$ cat src/rtl/adc128_pkg.sv
`default_nettype none
// +-----------------------------------------------------------------------------+
// | adc128_pkg: ADC128S102 frame geometry and state encoding (master+responder)  |
// | Rev 1.0                                                                      |
// +-----------------------------------------------------------------------------+
package adc128_pkg;

  localparam int FRAME_BITS      = 16;
  localparam int LEAD_ZEROS      = 4;
  localparam int ADDR_FIRST_RISE = 3;
  localparam int ADDR_LAST_RISE  = 5;
  localparam int NUM_CH          = 8;
  localparam int CH_W            = $clog2(NUM_CH);

  localparam logic [1:0] WAIT_HIGH = 2'd0;
  localparam logic [1:0] IDLE      = 2'd1;
  localparam logic [1:0] ACTIVE    = 2'd2;
  localparam logic [1:0] DONE      = 2'd3;

  typedef enum logic [1:0] {
    ST_WAIT_HIGH = WAIT_HIGH,
    ST_IDLE      = IDLE,
    ST_ACTIVE    = ACTIVE,
    ST_DONE      = DONE
  } state_t;

endpackage
`default_nettype wire

$ cat src/rtl/spi_sync_edge.sv
`default_nettype none
// +-----------------------------------------------------------------------------+
// | spi_sync_edge: multi-stage synchronizer with registered-history edge pulses |
// | Rev 1.0                                                                      |
// +-----------------------------------------------------------------------------+
module spi_sync_edge #(
  parameter int   SYNC_STAGES = 2,
  parameter logic RESET_VAL   = 1'b0
) (
  input  logic clk,
  input  logic rst,
  input  logic async_in,
  output logic level,
  output logic rise,
  output logic fall
);

  logic [SYNC_STAGES-1:0] chain;
  logic                   prev;

  always_ff @(posedge clk or posedge rst) begin
    if (rst) begin
      chain <= {SYNC_STAGES{RESET_VAL}};
      prev  <= RESET_VAL;
    end else begin
      chain <= {chain[SYNC_STAGES-2:0], async_in};
      prev  <= chain[SYNC_STAGES-1];
    end
  end

  assign level = chain[SYNC_STAGES-1];
  assign rise  = level & ~prev;
  assign fall  = ~level & prev;

endmodule
`default_nettype wire

$ cat src/rtl/adc128_spi_responder.sv
`default_nettype none
// +-----------------------------------------------------------------------------+
// | adc128_spi_responder: ADC128S102-style SPI slave serving supplied samples    |
// | Rev 1.0                                                                      |
// +-----------------------------------------------------------------------------+
module adc128_spi_responder
  import adc128_pkg::*;
#(
  parameter int DATA_W      = 12,
  parameter int SYNC_STAGES = 2
) (
  input  logic                     clk,
  input  logic                     rst,
  input  logic                     cs_n,
  input  logic                     sclk,
  input  logic                     din,
  input  logic [NUM_CH*DATA_W-1:0] ch_data,
  output logic                     dout,
  output logic                     dout_oe,
  output logic [CH_W-1:0]          cur_ch,
  output logic [CH_W-1:0]          next_ch,
  output logic                     sample_stb,
  output logic                     frame_done,
  output logic                     frame_err
);

  localparam int FRAME_W = LEAD_ZEROS + DATA_W;
  localparam int CNT_W   = $clog2(FRAME_W + 1);

  localparam logic [CNT_W-1:0] FRAME_CNT    = CNT_W'(FRAME_W);
  localparam logic [CNT_W-1:0] LAST_IDX     = CNT_W'(FRAME_W - 1);
  localparam logic [CNT_W-1:0] ADDR2_IDX    = CNT_W'(ADDR_FIRST_RISE - 1);
  localparam logic [CNT_W-1:0] ADDR1_IDX    = CNT_W'(ADDR_FIRST_RISE);
  localparam logic [CNT_W-1:0] ADDR0_IDX    = CNT_W'(ADDR_LAST_RISE - 1);

  logic sclk_level_unused;
  logic sclk_rise;
  logic sclk_fall;
  logic cs_level;
  logic cs_rise;
  logic cs_fall;
  logic din_level;
  logic din_rise_unused;
  logic din_fall_unused;

  spi_sync_edge #(.SYNC_STAGES(SYNC_STAGES), .RESET_VAL(1'b1)) u_sync_sclk (
    .clk      (clk),
    .rst      (rst),
    .async_in (sclk),
    .level    (sclk_level_unused),
    .rise     (sclk_rise),
    .fall     (sclk_fall)
  );

  // cs_n history resets low so a chip select already asserted at reset release
  // is never mistaken for an idle bus; a real high level must be observed first.
  spi_sync_edge #(.SYNC_STAGES(SYNC_STAGES), .RESET_VAL(1'b0)) u_sync_cs (
    .clk      (clk),
    .rst      (rst),
    .async_in (cs_n),
    .level    (cs_level),
    .rise     (cs_rise),
    .fall     (cs_fall)
  );

  spi_sync_edge #(.SYNC_STAGES(SYNC_STAGES), .RESET_VAL(1'b0)) u_sync_din (
    .clk      (clk),
    .rst      (rst),
    .async_in (din),
    .level    (din_level),
    .rise     (din_rise_unused),
    .fall     (din_fall_unused)
  );

  logic [DATA_W-1:0] ch_arr [NUM_CH];

  for (genvar k = 0; k < NUM_CH; k++) begin : g_ch
    assign ch_arr[k] = ch_data[k*DATA_W +: DATA_W];
  end

  logic [FRAME_W-1:0] start_word;
  assign start_word = {{LEAD_ZEROS{1'b0}}, ch_arr[next_ch]};

  state_t             state;
  logic [FRAME_W-2:0] shreg;
  logic [CNT_W-1:0]   fall_cnt;
  logic [CNT_W-1:0]   rise_cnt;
  logic [CH_W-1:0]    addr;

  always_ff @(posedge clk or posedge rst) begin
    if (rst) begin
      state      <= ST_WAIT_HIGH;
      shreg      <= '0;
      fall_cnt   <= '0;
      rise_cnt   <= '0;
      addr       <= '0;
      dout       <= 1'b0;
      dout_oe    <= 1'b0;
      cur_ch     <= '0;
      next_ch    <= '0;
      sample_stb <= 1'b0;
      frame_done <= 1'b0;
      frame_err  <= 1'b0;
    end else begin
      sample_stb <= 1'b0;
      frame_done <= 1'b0;
      frame_err  <= 1'b0;
      case (state)
        ST_WAIT_HIGH: begin
          dout    <= 1'b0;
          dout_oe <= 1'b0;
          if (cs_level) state <= ST_IDLE;
        end

        ST_IDLE: begin
          dout    <= 1'b0;
          dout_oe <= 1'b0;
          if (cs_fall) begin
            cur_ch     <= next_ch;
            dout       <= start_word[FRAME_W-1];
            shreg      <= start_word[FRAME_W-2:0];
            dout_oe    <= 1'b1;
            sample_stb <= 1'b1;
            fall_cnt   <= '0;
            rise_cnt   <= '0;
            state      <= ST_ACTIVE;
          end
        end

        ST_ACTIVE: begin
          // A final rising edge coinciding with cs_n rise still completes the frame.
          if (sclk_rise && rise_cnt == LAST_IDX) begin
            rise_cnt   <= FRAME_CNT;
            next_ch    <= addr;
            frame_done <= 1'b1;
            dout       <= 1'b0;
            if (cs_rise) begin
              dout_oe <= 1'b0;
              state   <= ST_IDLE;
            end else begin
              state   <= ST_DONE;
            end
          end else if (cs_rise) begin
            frame_err <= 1'b1;
            dout      <= 1'b0;
            dout_oe   <= 1'b0;
            state     <= ST_IDLE;
          end else begin
            if (sclk_rise) begin
              rise_cnt <= rise_cnt + 1'b1;
              if (rise_cnt == ADDR2_IDX) addr[2] <= din_level;
              if (rise_cnt == ADDR1_IDX) addr[1] <= din_level;
              if (rise_cnt == ADDR0_IDX) addr[0] <= din_level;
            end
            if (sclk_fall) begin
              if (fall_cnt != FRAME_CNT) fall_cnt <= fall_cnt + 1'b1;
              dout  <= (fall_cnt < LAST_IDX) ? shreg[FRAME_W-2] : 1'b0;
              shreg <= {shreg[FRAME_W-3:0], 1'b0};
            end
          end
        end

        ST_DONE: begin
          dout <= 1'b0;
          if (cs_rise) begin
            dout_oe <= 1'b0;
            state   <= ST_IDLE;
          end
        end

        default: begin
          dout    <= 1'b0;
          dout_oe <= 1'b0;
          state   <= ST_WAIT_HIGH;
        end
      endcase
    end
  end

endmodule
`default_nettype wire

$ cat config.mk
export PLATFORM = sky130hd
export DESIGN_NAME = adc128_spi_responder
export DESIGN_NICKNAME = d
export VERILOG_FILES = /design/src/rtl/adc128_pkg.sv /design/src/rtl/spi_sync_edge.sv /design/src/rtl/adc128_spi_responder.sv
export SDC_FILE = /design/constraint.sdc
export NUM_CORES = 1
export LEC_CHECK = 0
export CAP_MARGIN = 20
export CELL_PAD_IN_SITES_DETAIL_PLACEMENT = 2
export CELL_PAD_IN_SITES_GLOBAL_PLACEMENT = 2
export CORE_MARGIN = 2
export CORE_UTILIZATION = 29
export DETAILED_ROUTE_END_ITERATION = 8
export PLACE_DENSITY = 0.89
export SLEW_MARGIN = 40
export SYNTH_ARGS = -nofsm -noshare
export SYNTH_HDL_FRONTEND = slang
export SYNTH_SLANG_ARGS = --single-unit
$ cat constraint.sdc
create_clock -name clk -period 5.33 [get_ports clk]
set_input_delay 1.3325 -clock clk [delete_from_list [all_inputs] [get_ports clk]]
set_output_delay 1.3325 -clock clk [all_outputs]
set_load 0.01 [all_outputs]
# Word-level counts from Yosys, hierarchy flattened
# Index checks and enable logic that the tools add are counted.
[word_totals]
register_bits = 49
input_bits = 101
wordCells = 104
[op_classes]
n_addsub = 2
order_cmp = 2
eq_ne = 18
n_mux = 38
bitwise = 11
n_reduce_logical = 14
[ops]
columns = ["op", "count"]
rows = [
  ["two-way mux 15 bit", 4],
  ["two-way mux 5 bit", 8],
  ["binary-select mux 12 bit (select 3 bit)", 1],
  ["one-hot mux 15 bit (2 select lines)", 1],
  ["two-way mux 12 bit", 2],
  ["one-hot mux 5 bit (2 select lines)", 2],
  ["AND reduction 5 bit", 4],
  ["two-way mux 1 bit", 12],
  ["adder 5 x 1 -> 5 bit, second input constant", 2],
  ["== test 5 x 2 -> 1 bit, second input constant", 2],
  ["two-way mux 2 bit", 5],
  ["inequality test 2 bit, second input constant", 5],
  ["one-hot mux 2 bit (4 select lines)", 1],
  ["inequality test 3 bit, second input constant", 2],
  ["inverter 1 bit", 6],
  ["AND reduction 2 bit", 3],
  ["AND reduction 6 bit", 1],
  ["== test 5 x 3 -> 1 bit, second input constant", 1],
  ["== test 5 x 4 -> 1 bit, second input constant", 1],
  ["< comparator 5 x 4 -> 1 bit, second input constant", 1],
  ["inequality test 5 bit, second input constant", 1],
  ["bitwise AND 1 bit", 4],
  ["== test 2 bit, second input constant", 2],
  ["greater-or-equal comparator 4 bit, second input constant", 1],
  ["other kinds (12)", 13],
]

# Depth between registers and ports, before layout
# Gate-level depths: netlist (run 1).
[depth]
ltp_word = 6
ltp_mapped = 7
mapped_depth_nobuf = 7

# Modules after synthesis
# From an unflattened synthesis (run 1), not the netlist that was laid out.
[unflattened]
hier_cells = 302
area_unflattened_um2 = 3065.4
[by_module_without_submodules]
columns = ["mod", "n_inst", "cells_each", "area_per_inst_um2"]
rows = [
  ["adc128_spi_responder", 1, 284, 2780.2],
  ["spi_sync_edge at u_sync_cs ...", 2, 6, 93.8],
  ["spi_sync_edge at u_sync_sclk", 1, 6, 97.6],
]

# Least setup slack after synthesis (run 1)
# Ideal clock, no wire load.
[synth_path]
path_type = "input port to flip-flop"
start = "input port ch_data[94]"
end = "register shreg[10]"
t_arrival_ns = 2.135
setup_slack_ns = 3.077
cell_stages = 4
path_buffers = 0
path_cell_list = "mux4_2 -> mux2i_1 -> a211oi_1 -> a21o_1"
[synth_via]
elab_chain_cells = 5
[synth_lines]
columns = ["item", "line_no", "source"]
rows = [
  ["from (decl)", "adc128_spi_responder.sv:17", "input logic [NUM_CH*DATA_W-1:0] ch_data,"],
  ["binary-select mux 12 bit (select 3 bit)", "adc128_spi_responder.sv:82", "assign start_word = {{LEAD_ZEROS{1'b0}}, ch_arr[next_ch]};"],
  ["two-way mux 12 bit (not written as such) (2 in series)", "adc128_spi_responder.sv:82", ""],
  ["two-way mux 15 bit", "adc128_spi_responder.sv:118", "if (cs_fall) begin"],
  ["one-hot mux 15 bit (2 select lines)", "adc128_spi_responder.sv:108", "case (state)"],
  ["to (signal assigned)", "adc128_spi_responder.sv:121", "shreg <= start_word[FRAME_W-2:0];"],
  ["to (signal assigned)", "adc128_spi_responder.sv:158", "shreg <= {shreg[FRAME_W-3:0], 1'b0};"],
  ["to (decl)", "adc128_spi_responder.sv:85", "logic [FRAME_W-2:0] shreg;"],
]
# Every way passes these cells. The select of a mux whose other input is x is not followed.
# A chain may end at the register's enable or synchronous reset.

# Worst setup path in the final report (run 1)
[layout_path]
start = "register next_ch[1]"
end = "output port next_ch[1]"
[layout_lines]
columns = ["item", "line_no", "source"]
rows = [
  ["from (decl)", "adc128_spi_responder.sv:21", "output logic [CH_W-1:0] next_ch,"],
  ["from (signal assigned)", "adc128_spi_responder.sv:134", "next_ch <= addr;"],
]
# No word-level cell between the ends.

==> flow_summary.toml, run 1 <==
[floorplan]
dieHeight_um = 104
pin_count = 112
die_w_um = 104
coreArea_mm2 = 0.00973
row_count = 36
dieArea_mm2 = 0.0108
start_util = 0.298

[cells_and_area]
diodes = 0
drive_gt1_frac = 0.134
fin_cells = 491
final_nets = 464
seqCellArea_mm2 = 0.00123
nFillCells = 1043
syn_to_final_growth_pct = 46.6
multi_input_area_mm2 = 0.00154

[sta]
finalSetupTns_ns = 0
hold_violations = 0
clock_skew_ns = 0.0197
whs_ns = 0.356
max_freq_mhz = 336
slew_viol_final = 0
slew_headroom = 0.473
min_period_ns = 2.98
tightest_slew_ns = 0.788
rsz0062_at_grt = "false"
finalSetupViolCount = 0
period_share = 0.559

[synthesis]
post-synth-top-area-fraction = 0.398
synth_top_family_by_area = "multiplexers"
yosys.area_share.simple = 0.133
ys_ff_latch = 49
yosysTopAreaCell = "dfrtp_1"
ys.flop_type = "dfrtp_1"
synth_area_leaders = "dfrtp_1 40%, mux4_2 19%, mux2i_1 4.1%"
ys_top_cells_by_count = "46 x dfrtp_1, 29 x nand2_1, 24 x mux4_2, 19 x nor2_1, 13 x a21o_1"
synth_cell_type_count = 39
netlist_area_mm2 = 0.00290
synth-async-reset-ratio = 1.00
seq_area_frac_synth = 0.425
yosys_warnings = 0
synth_compound_area_frac = 0.121
avgSynthCellArea_um2 = 11.4
synth_xor_area_frac = 0
synth_fa_ha_area_frac = 0.0259
syn-num-nets = 361
yosysMostFrequentCell = "dfrtp_1"
synth_edf_count = 0
muxShareOfSynthArea = 0.252
syn-instance-count = 254

[cts]
postCtsSetupRepairBufs = 0
cts_sinks = 49
clockBufferDepth = 2
cts_hold_buffers = 0
cts_tree = "yes"
htree_levels = 2
cts.repair.resized = 0
clkTransAtPathRegs_ns = 0.09
clk_latency_ns = 0.32
cts-root-buf = "clkbuf_8"
numCtsBuffers = 5

[detailed_routing]
antenna_left = 0
routedWlPerCell_um = 21.9
vias = 2496
drt_iter0_drc = 81
drc = 0
firstDrtPassIters = 4
via_per_inst = 5.08
drt-total-wl_um = 10700

[grt]
antenna_found_initial = 0
grt_pass1_wl_um = 16700
track_usage = 0.204
grt_max_degree = 50
grt-ovfl-total = 0
grt_pass1_vias = 2904

[critical_path]
crit_chain = "clkdlybuf4s50_1"
critPathBufInv = 1
cp_top_family = "flip-flops"
critPathMaxStageDelay_ns = 0.67
cpMaxStageDelayCell = "dfrtp_2"
path_class = "flop to output pin"
cp_data_required_time_ns = 4.00
critPathCaptureType = "output pin"
arrival_ns = 1.65
cp-start-kind = "flop"
path_max_fanout = 16

[pwr]
leakagePower_nw = 1.70
p_per_area_mw_per_mm2 = 245
peakVddDrop_mv = 0.163

[run]
cap_violations = 0

[min_path]
hold_class = "flop to flop"

[status]
outcome = "completed"

[place]
io_buffer_count = 111
dp.cells = 483
hpwlAfterDp_um = 8300
gp_congestion = 0.827
-- metal layers --
metal  share of wire  track usage  up-vias
met3           0.018       0.0213       14
met1            0.38        0.231     1292
met4           0.026       0.0705        0
met2            0.57        0.394       43
li1                -            -     1147
met5               0            0        -
-- report_power, final --
part / internal [W] / total (W) / switching (W)
Sequential: 0.000432 / 0.000479 / 0.0000474
Clock: 0.000189 / 0.000329 / 0.000140
Combinational: 0.000134 / 0.000232 / 0.0000986
-- stage by stage --
| stage | util | area (µm²) | total power (W) | setup WS, ns |
|---|---|---|---|---|
| after floorplan | - | 2900 | 0.000589 | 2.83 |
| after global placement | 0.422 | 4100 | 0.000691 | 2.43 |
| after detailed placement | 0.422 | 4110 | 0.000717 | 2.41 |
| after CTS | 0.436 | 4240 | 0.00105 | 2.07 |
| after global routing | 0.436 | 4240 | 0.00109 | 2.30 |
| final | 0.436 | 4240 | 0.00104 | 2.35 |
-- final timing paths --
check	startpoint	endpoint	slack, ns	cells after the start
worst max register to register	rise_cnt[0]$_DFFE_PP0P_	addr[2]$_DFFE_PP0P_	2.70	7
worst min-delay path	u_sync_cs.chain[0]$_DFF_PP0_	u_sync_cs.chain[1]$_DFF_PP0_	0.36	0
worst max-delay path	next_ch[1]$_DFFE_PP0P_	next_ch[1]	2.35	1
max in group asynchronous	rst	next_ch[1]$_DFFE_PP0P_	3.43	2
worst min register to register	u_sync_cs.chain[0]$_DFF_PP0_	u_sync_cs.chain[1]$_DFF_PP0_	0.36	0
min in group asynchronous	rst	state[1]$_DFFE_PP0P_	1.43	2
-- logic make-up (layout without fill, tap and decap cells) --
family,count (synthesis),count (layout)
compound gates,52,52
fa+ha+maj,6,6
buf+inv,27,131
flops,49,49
mux,42,42
simple gates,78,78
-- area by class of cell --
cell class | count | share of cell area
clock inverters | 3 | 0.0162
multi-input cells | 178 | 0.363
repair buffers | 114 | 0.267
well taps | 133 | 0.0392
clock buffers | 5 | 0.0162
flip-flops and latches | 49 | 0.290
inverters | 9 | 0.00855
-- registers in the layout, summed over array words and instances (netlist names) --
register,flops
next_ch,3
u_sync_cs.prev,1
u_sync_cs.chain,2
u_sync_sclk.prev,1
sample_stb,1
dout,1
dout_oe,1
addr,3
rise_cnt,5
cur_ch,3
u_sync_din.chain,2
frame_done,1
u_sync_sclk.chain,2
frame_err,1
state,2
shreg,15
fall_cnt,5
-- layout by cell type (no fill, tap or decap), types with 4 or more instances in the layout --
cell type	count
a211oi_1	12
a21o_1	13
a21oi_1	4
clkbuf_8	5
clkdlybuf4s50_1	111
dfrtp_1	45
ha_1	6
inv_1	8
mux2_2	6
mux2i_1	12
mux4_2	24
nand2_1	29
nand2b_1	5
nand4_1	4
nor2_1	19
o21ai_0	12
Power figures use the tool's default switching activity.
==> inputs of run 2 (changes only) <==
--- a/config.mk
+++ b/config.mk
@@ -9,9 +9,9 @@
 export CELL_PAD_IN_SITES_DETAIL_PLACEMENT = 2
 export CELL_PAD_IN_SITES_GLOBAL_PLACEMENT = 2
 export CORE_MARGIN = 2
-export CORE_UTILIZATION = 29
+export CORE_UTILIZATION = 27
 export DETAILED_ROUTE_END_ITERATION = 8
-export PLACE_DENSITY = 0.89
+export PLACE_DENSITY = 0.84
 export SLEW_MARGIN = 40
 export SYNTH_ARGS = -nofsm -noshare
 export SYNTH_HDL_FRONTEND = slang
==> constraint.sdc (replaced) <==
create_clock -name clk -period 2.9 [get_ports clk]
set_input_delay 0.725 -clock clk [delete_from_list [all_inputs] [get_ports clk]]
set_output_delay 0.725 -clock clk [all_outputs]
set_load 0.01 [all_outputs]
==> run 2 against run 1 <==
  * Register-to-register slack worse by 2.2 ns
  * Sequential power up 83%
  * Critical path depth up 6
  * Via count down 0.64%
  * Combinational power up 87%
  * Flip-flop and latch count unchanged
  * Total power up 75%
  * Critical endpoint is now addr[2]$_DFFE_PP0P_
==> flow_summary.toml, run 2 (same netlist as run 1, synthesis figures left out) <==
[critical_path]
crit_chain = "ha_1, and3_1, ha_1, nand3b_1, nand4_1, nor3b_1, mux2_2"
critPathMaxStageDelay_ns = 0.45
critPathCaptureType = "flop"
cp-start-kind = "flop"
arrival_ns = 2.63
crit_top_cell = "ha_1"
cp_data_required_time_ns = 3.09
cp_top_family = "simple AND/OR/NAND/NOR gates"
cpMaxStageDelayCell = "dfrtp_1"
path_max_fanout = 10
critPathBufInv = 0
path_class = "flop to flop"

[floorplan]
dieArea_mm2 = 0.0116
pin_count = 112
row_count = 37
start_util = 0.279
die_w_um = 108
dieHeight_um = 108
coreArea_mm2 = 0.0104

[sta]
rsz0062_at_grt = "false"
max_freq_mhz = 411
finalSetupTns_ns = 0
tightest_slew_ns = 0.709
clock_skew_ns = 0.00387
period_share = 0.839
hold_violations = 0
finalSetupViolCount = 0
min_period_ns = 2.43
slew_viol_final = 0
slew_headroom = 0.523

[cts]
htree_levels = 2
cts-root-buf = "clkbuf_8"
cts_tree = "yes"
cts_hold_buffers = 0
cts.repair.resized = 0
cts_sinks = 49
clkTransAtPathRegs_ns = 0.09
numCtsBuffers = 5
postCtsSetupRepairBufs = 0
clockBufferDepth = 2
clk_latency_ns = 0.30

[grt]
grt_pass1_wl_um = 15500
track_usage = 0.176
grt_max_degree = 50
antenna_found_initial = 0
grt_pass1_vias = 2857
grt-ovfl-total = 0

[detailed_routing]
firstDrtPassIters = 4
antenna_left = 0
drc = 0
via_per_inst = 4.97
routedWlPerCell_um = 19.7
drt_iter0_drc = 84
drt-total-wl_um = 9820
vias = 2480

[cells_and_area]
layout_commonest_cell = "clkdlybuf4s50_1"
top_register = "shreg"
multi_input_area_mm2 = 0.00155
nFillCells = 1113
syn_to_final_growth_pct = 47.4
layout_common_cells = "111 x clkdlybuf4s50_1, 46 x dfrtp_1, 29 x nand2_1, 24 x mux4_2, 19 x nor2_1"
largest_register_ffs = 15
seqCellArea_mm2 = 0.00123
diodes = 0
top_regs = "shreg (15), fall_cnt (5), rise_cnt (5)"
final_nets = 469
drive_gt1_frac = 0.143

[pwr]
leakagePower_nw = 1.72
power_w = 0.00182
p_per_area_mw_per_mm2 = 425
peakVddDrop_mv = 0.193

[min_path]
hold_class = "flop to flop"

[place]
hpwlAfterDp_um = 7930
gp_congestion = 0.832
io_buffer_count = 111

[run]
cap_violations = 0

[status]
outcome = "completed"
==> run 2: cell count changes in the layout (fill, tap and decap cells not counted) <==
cell and delta:
inv_4 -1, o32ai_1 -1, dfrtp_1 +1, buf_4 +5, inv_2 +1, o32ai_2 +1, dfrtp_2 -1, clkbuf_8 +1
inv_6 -1, clkbuf_1 +1, bufinv_16 -1
==> run 2: worst paths after layout <==
path	from	endpoint	slack, ns	depth (start not counted)
worst max-delay path	rise_cnt[1]$_DFFE_PP0P_	addr[2]$_DFFE_PP0P_	0.47	7
max in group asynchronous	rst	frame_err$_DFF_PP0_	1.56	3
min in group asynchronous	rst	state[0]$_DFFE_PP0P_	0.91	3
worst max register to register	rise_cnt[1]$_DFFE_PP0P_	addr[2]$_DFFE_PP0P_	0.47	7
worst min-delay path	u_sync_din.chain[0]$_DFF_PP0_	u_sync_din.chain[1]$_DFF_PP0_	0.36	0
worst min register to register	u_sync_din.chain[0]$_DFF_PP0_	u_sync_din.chain[1]$_DFF_PP0_	0.36	0
==> run 2: worst reg2reg max path, cell delays in order (launching register included) <==
cell and delay, ns:
dfrtp_1 0.45, ha_1 0.24, and3_1 0.19, ha_1 0.23
nand3b_1 0.34, nand4_1 0.24, nor3b_1 0.29, mux2_2 0.36
==> run 2: report_power, final <==
part	switching, W	total (W)	internal (W)
combinational	0.000181	0.000433	0.000252
clock	0.000223	0.000504	0.000281
sequential	0.0000846	0.000878	0.000794
total	0.000489	0.00182	0.00133
==> run 2: layout make-up <==
type                            instances  area share
Timing Repair Buffer                  119       0.274
Sequential cell                        49       0.288
Clock inverter                          1     0.00704
Tap cell                              136      0.0399
Clock buffer                            7      0.0202
Inverter                                9     0.00792
Multi-Input combinational cell        178       0.362
==> run 2: per-stage QoR <==
step | instances | worst slack, ns | instance area [µm²] | hold slack (ns) | utilization
after floorplan | 254 | 0.809 | 2900 | 0.331 | -
after global placement | 491 | 0.646 | 4140 | 0.333 | 0.399
after detailed placement | 491 | 0.501 | 4140 | 0.340 | 0.400
after CTS | 499 | 0.479 | 4260 | 0.361 | 0.411
after global routing | 499 | 0.359 | 4270 | 0.365 | 0.412
final | 499 | 0.467 | 4270 | 0.359 | 0.412
==> run 2: routing by layer <==
| metal | routed length (µm) | GRT usage | vias to the layer above |
|---|---|---|---|
| li1 | - | - | 1156 |
| met1 | 4040 | 0.221 | 1272 |
| met2 | 5380 | 0.314 | 39 |
| met3 | 191 | 0.0236 | 13 |
| met4 | 201 | 0.0522 | 0 |
| met5 | 0 | 0 | - |
